File: src/rtl/factor_search_pkg.sv
// rtl/factor_search_pkg.sv - shared types and constants for the factor search sequencer
package factor_search_pkg;

    localparam int DEFAULT_W  = 5;
    localparam int MIN_FACTOR = 2;

    typedef enum logic [2:0] {
        S_IDLE  = 3'd0,
        S_LOAD  = 3'd1,
        S_MUL   = 3'd2,
        S_CHECK = 3'd3,
        S_DONE  = 3'd4
    } state_t;

    function automatic int tgt_width(input int w);
        return 2 * w;
    endfunction

endpackage

File: src/rtl/factor_search_ctrl_mul.sv
// rtl/factor_search_ctrl_mul.sv - W-cycle shift-add multiplier; prod is final the cycle after done
module seq_shift_add_mul
    import factor_search_pkg::*;
#(
    parameter int W = DEFAULT_W
) (
    input  logic             clk,
    input  logic             rst,
    input  logic             go,
    input  logic [W-1:0]     a,
    input  logic [W-1:0]     b,
    output logic [2*W-1:0]   prod,
    output logic             done
);

    localparam int PW = tgt_width(W);
    localparam int CW = $clog2(W + 1);

    logic [PW-1:0] mcand_q;
    logic [PW-1:0] acc_q;
    logic [W-1:0]  mplier_q;
    logic [CW-1:0] cnt_q;
    logic          run_q;

    always_ff @(posedge clk) begin
        if (rst) begin
            mcand_q  <= '0;
            acc_q    <= '0;
            mplier_q <= '0;
            cnt_q    <= '0;
            run_q    <= 1'b0;
        end else if (!run_q && go) begin
            mcand_q  <= {{W{1'b0}}, a};
            mplier_q <= b;
            acc_q    <= '0;
            cnt_q    <= CW'(W);
            run_q    <= 1'b1;
        end else if (run_q) begin
            // one partial product per cycle, LSB of the multiplier first
            if (mplier_q[0]) begin
                acc_q <= acc_q + mcand_q;
            end
            mcand_q  <= mcand_q << 1;
            mplier_q <= mplier_q >> 1;
            cnt_q    <= cnt_q - CW'(1);
            if (cnt_q == CW'(1)) begin
                run_q <= 1'b0;
            end
        end
    end

    assign done = run_q && (cnt_q == CW'(1));
    assign prod = acc_q;

endmodule

File: src/rtl/factor_search_ctrl.sv
// rtl/factor_search_ctrl.sv - enumerates (x, y) candidate pairs and reports the first factorization
module factor_search_ctrl
    import factor_search_pkg::*;
#(
    parameter int W     = DEFAULT_W,
    parameter int CNT_W = 10
) (
    input  logic             clk,
    input  logic             rst,
    input  logic             start,
    input  logic [2*W-1:0]   target,
    output logic             busy,
    output logic             done,
    output logic             found,
    output logic [W-1:0]     f1,
    output logic [W-1:0]     f2,
    output logic [CNT_W-1:0] cand_count
);

    localparam int           TW      = tgt_width(W);
    localparam logic [W-1:0] F_MAX   = {W{1'b1}};
    localparam logic [W-1:0] F_MIN   = W'(MIN_FACTOR);
    localparam logic [TW-1:0] TGT_MIN = TW'(MIN_FACTOR * MIN_FACTOR);

    state_t          state_q, state_d;
    logic [TW-1:0]   tgt_q;
    logic [W-1:0]    x_q, x_d, y_q, y_d;
    logic            mul_go, mul_done, hit;
    logic [TW-1:0]   prod;

    seq_shift_add_mul #(.W(W)) u_mul (
        .clk  (clk),
        .rst  (rst),
        .go   (mul_go),
        .a    (x_d),
        .b    (y_d),
        .prod (prod),
        .done (mul_done)
    );

    // operands go to the multiplier from the next-state values so a relaunch needs no extra cycle
    always_comb begin
        state_d = state_q;
        x_d     = x_q;
        y_d     = y_q;
        mul_go  = 1'b0;
        hit     = 1'b0;
        case (state_q)
            S_IDLE: begin
                if (start) state_d = S_LOAD;
            end
            S_LOAD: begin
                if (tgt_q < TGT_MIN) begin
                    state_d = S_DONE;
                end else begin
                    x_d     = F_MIN;
                    y_d     = F_MIN;
                    mul_go  = 1'b1;
                    state_d = S_MUL;
                end
            end
            S_MUL: begin
                if (mul_done) state_d = S_CHECK;
            end
            S_CHECK: begin
                if (prod == tgt_q) begin
                    hit     = 1'b1;
                    state_d = S_DONE;
                end else if (prod > tgt_q && y_q == x_q) begin
                    state_d = S_DONE;
                end else if (prod > tgt_q || y_q == F_MAX) begin
                    if (x_q == F_MAX) begin
                        state_d = S_DONE;
                    end else begin
                        x_d     = x_q + 1'b1;
                        y_d     = x_q + 1'b1;
                        mul_go  = 1'b1;
                        state_d = S_MUL;
                    end
                end else begin
                    y_d     = y_q + 1'b1;
                    mul_go  = 1'b1;
                    state_d = S_MUL;
                end
            end
            S_DONE: begin
                state_d = S_IDLE;
            end
            default: begin
                state_d = S_IDLE;
            end
        endcase
    end

    always_ff @(posedge clk) begin
        if (rst) begin
            state_q    <= S_IDLE;
            tgt_q      <= '0;
            x_q        <= '0;
            y_q        <= '0;
            found      <= 1'b0;
            f1         <= '0;
            f2         <= '0;
            cand_count <= '0;
        end else begin
            state_q <= state_d;
            x_q     <= x_d;
            y_q     <= y_d;
            if (state_q == S_IDLE && start) begin
                tgt_q      <= target;
                found      <= 1'b0;
                f1         <= '0;
                f2         <= '0;
                cand_count <= '0;
            end
            if (state_q == S_CHECK) begin
                if (cand_count != {CNT_W{1'b1}}) begin
                    cand_count <= cand_count + 1'b1;
                end
                if (hit) begin
                    found <= 1'b1;
                    f1    <= x_q;
                    f2    <= y_q;
                end
            end
        end
    end

    assign busy = (state_q != S_IDLE) && (state_q != S_DONE);
    assign done = (state_q == S_DONE);

endmodule

File: config.mk
export PLATFORM = sky130hd
export DESIGN_NAME = factor_search_ctrl
export DESIGN_NICKNAME = d
export VERILOG_FILES = /design/src/rtl/factor_search_pkg.sv /design/src/rtl/factor_search_ctrl_mul.sv /design/src/rtl/factor_search_ctrl.sv
export SDC_FILE = /design/constraint.sdc
export NUM_CORES = 1
export LEC_CHECK = 0
export ABC_CLOCK_PERIOD_IN_PS = 6800
export CAP_MARGIN = 0
export CORE_MARGIN = 5
export CORE_UTILIZATION = 55
export CTS_BUF_LIST = sky130_fd_sc_hd__clkbuf_4
export DETAILED_ROUTE_END_ITERATION = 7
export PLACE_DENSITY = 0.77
export RECOVER_POWER = 50
export SLEW_MARGIN = 20
export SYNTH_ARGS = -nofsm -noshare
export SYNTH_HDL_FRONTEND = slang
export SYNTH_SLANG_ARGS = --single-unit
File: constraint.sdc
create_clock -name clk -period 6.8 [get_ports clk]
set_input_delay 1.36 -clock clk [delete_from_list [all_inputs] [get_ports clk]]
set_output_delay 1.36 -clock clk [all_outputs]
set_load 0.05 [all_outputs]
==> metrics.yaml <==
cts_setup_buffers: 0
drtAntennaViolNets: 0
synth.yosys.seq_area_share_pct: 35.38
synth_top_area_share_pct: 35.38
synthesis.nets: 547
route.detailed.drc: 0
worstSetupStartpointType: "primary input"
period_share_pct: 64.18
track_usage_pct: 22.28
grt_pass1_vias: 3624
layout_commonest_cell: "dfxtp_1"
ir_worst_vdd_mv: 0.1454
r2r_cells: 9
worstSetupEndpointType: "flop"
final_cell_count_no_fill: 633
placed_cells: 617
tightest_slew_ns: 2.380
die-area_mm2: 0.009342
async_reset_ff_share_pct: 0
gr-total-overflow: 0
dp_hpwl_um: 7535
yosysWarningCount: 0
fin_skew_ns: 0.02179
cts_tree: "yes"
wl_per_cell_um: 15.99
hold_path.class: "reg -> reg"
via_per_inst: 5.910
io_pins: 36
core_mm2: 0.007292
hold_ws_ns: 0.4650
fin_ws_ns: 2.436
fin_crit_ns: 4.365
syn_area_mm2: 0.004130
rows: 31
min_from: "found"
grt_pass1_wl_um: 17430
hold_path_depth: 2
finalSetupTns_ns: 0
syn_to_final_growth_pct: 12.51
grt_setup_unrepaired: "false"
antennaDiodeCount: 0
final_core_util_pct: 63.73
drv_cap: 1
wirelength_um: 10120
final_nets: 570
cts-htree-levels: 3
portBuffers: 35
ys_types: 67
grt_max_degree: 54
arrival_ns: 4.69
cts_inserted_buffers: 9
r2r_end: "u_mul.cnt_q[1]"
final_hold_viol_count: 0
layout_common_cells: "dfxtp_1 (73), nand2_1 (65), nor2_1 (50)"
postCtsResizedCells: 0
first_iter_violations: 154
yosys.area.top_type: "dfxtp_1"
clk_latency_ns: 0.43
dpl_worst_slack_ns: 3.187
synth_edf_count: 0
cts_hold_buf: 0
ys_seq_elements: 73
start_util_pct: 56.64
powerDensity_mw_per_mm2: 199.9
fmax_mhz: 229.1
clock_path_buffers: 2
die_w_um: 96.66
leakage_nw: 1.776
clock_sinks: 73
worstPathMaxFanout: 53
slew_violations: 54
die_h_um: 96.66
synth_area_leaders: "dfxtp_1 (35%), ha_1 (8.2%), nand2_1 (5.9%)"
antenna_found_initial: 0
worstPathRequired_ns: 7.12
reg2reg_setup_slack_ns: 3.55
r2r-start: "tgt_q[7]"
drtPass1Iterations: 4
clockRootBuffer: "clkbuf_4"
clkTransAtPathRegs_ns: 0.12
syn_area_per_cell_um2: 8.162
syn_inst: 506
holdPathEnd: "found"
vias: 3741
slew_headroom_pct: -58.65
synth_ff_type: "dfxtp_1"
setup_violations: 0
nFillCells: 670
globalplace.congestion: 0.9378
critical_path_class: "in -> reg"
status: "finished with violations"
drive_above_1_share_pct: 7.678
violations: "capacitance limit, slew limit"
## stage by stage
| step | cell area, um^2 | total power [mW] |
|---|---|---|
| 6_report | 4647 | 0.9290 |
| 4_1_cts | 4643 | 0.9311 |
| 2_1_floorplan | 4130 | 0.6106 |
| 3_5_place_dp | 4504 | 0.6583 |
| 3_3_place_gp | 4504 | 0.6530 |
| 5_1_grt | 4647 | 0.9784 |
## layout make-up
| cell class | count | area (um^2) | share of cell area [%] |
|---|---|---|---|
| clock buffers | 11 | 82.58 | 1.777 |
| clock inverters | 5 | 56.30 | 1.212 |
| inverters | 26 | 97.59 | 2.100 |
| multi-input cells | 383 | 2474 | 53.23 |
| flip-flops and latches | 73 | 1461 | 31.45 |
| well taps | 99 | 123.9 | 2.666 |
| repair buffers | 36 | 351.6 | 7.566 |
## state kept, by name, summed over array words and instances (netlist names)
| register | count |
|---|---|
| y_q | 5 |
| u_mul.cnt_q | 3 |
| u_mul.mplier_q | 5 |
| x_q | 5 |
| f2 | 5 |
| tgt_q | 10 |
| found | 1 |
| state_q | 3 |
| u_mul.prod | 10 |
| f1 | 5 |
| u_mul.mcand_q | 10 |
| cand_count | 10 |
| u_mul.run_q | 1 |
## critical path, stage by stage
cell and delay, ns:
clkbuf_1 1.66, inv_1 0.79, and3_1 0.44, a32o_1 0.21, a31o_2 0.21
## per-layer routing
metal  vias to the layer above  track usage, %  wire, um
met5                         -               0         0
met4                         0           9.395       308
met3                        30           4.604       399
met2                        82           37.58      4907
met1                      1771           27.50      4506
li1                       1858               -         -
## cell families (layout without fill, tap and decap cells)
kind of cell	Yosys count	after routing	synth area share, %
compound gates	130	130	22.42
xor+xnor	13	13	2.757
fa+ha+maj	28	28	8.664
buf+inv	50	78	4.847
flops	73	73	35.38
mux	11	11	2.726
simple gates	201	201	23.20
## report_power, final
| part | internal (mW) | leakage (nW) | total (mW) | switching [mW] |
|---|---|---|---|---|
| sequential | 0.443 | 0.591 | 0.458 | 0.0148 |
| combinational | 0.0677 | 1.11 | 0.195 | 0.127 |
| clock | 0.120 | 0.0768 | 0.276 | 0.157 |
| total | 0.631 | 1.78 | 0.929 | 0.298 |
## worst max-delay path by stage
stage                from  cells past startpoint                to
6_report              rst                      5  u_mul.mcand_q[4]
5_1_grt               rst                      5  u_mul.mcand_q[4]
2_1_floorplan  state_q[0]                      3              done
3_5_place_dp        start                      6     cand_count[3]
3_3_place_gp        start                      6     cand_count[3]
4_1_cts        state_q[1]                      3              done
## cells in the mapped netlist (8+ instances only)
master and number:
inv_1 25, nand4_1 8, clkbuf_1 16, mux2i_1 9
nand2_1 65, nor2_1 50, ha_1 27, and3_1 9
nor3_1 9, dfxtp_1 73, a21oi_1 45, nand3_1 26
o21ai_0 16, xor2_1 8
(Power assumes the default switching activity.)
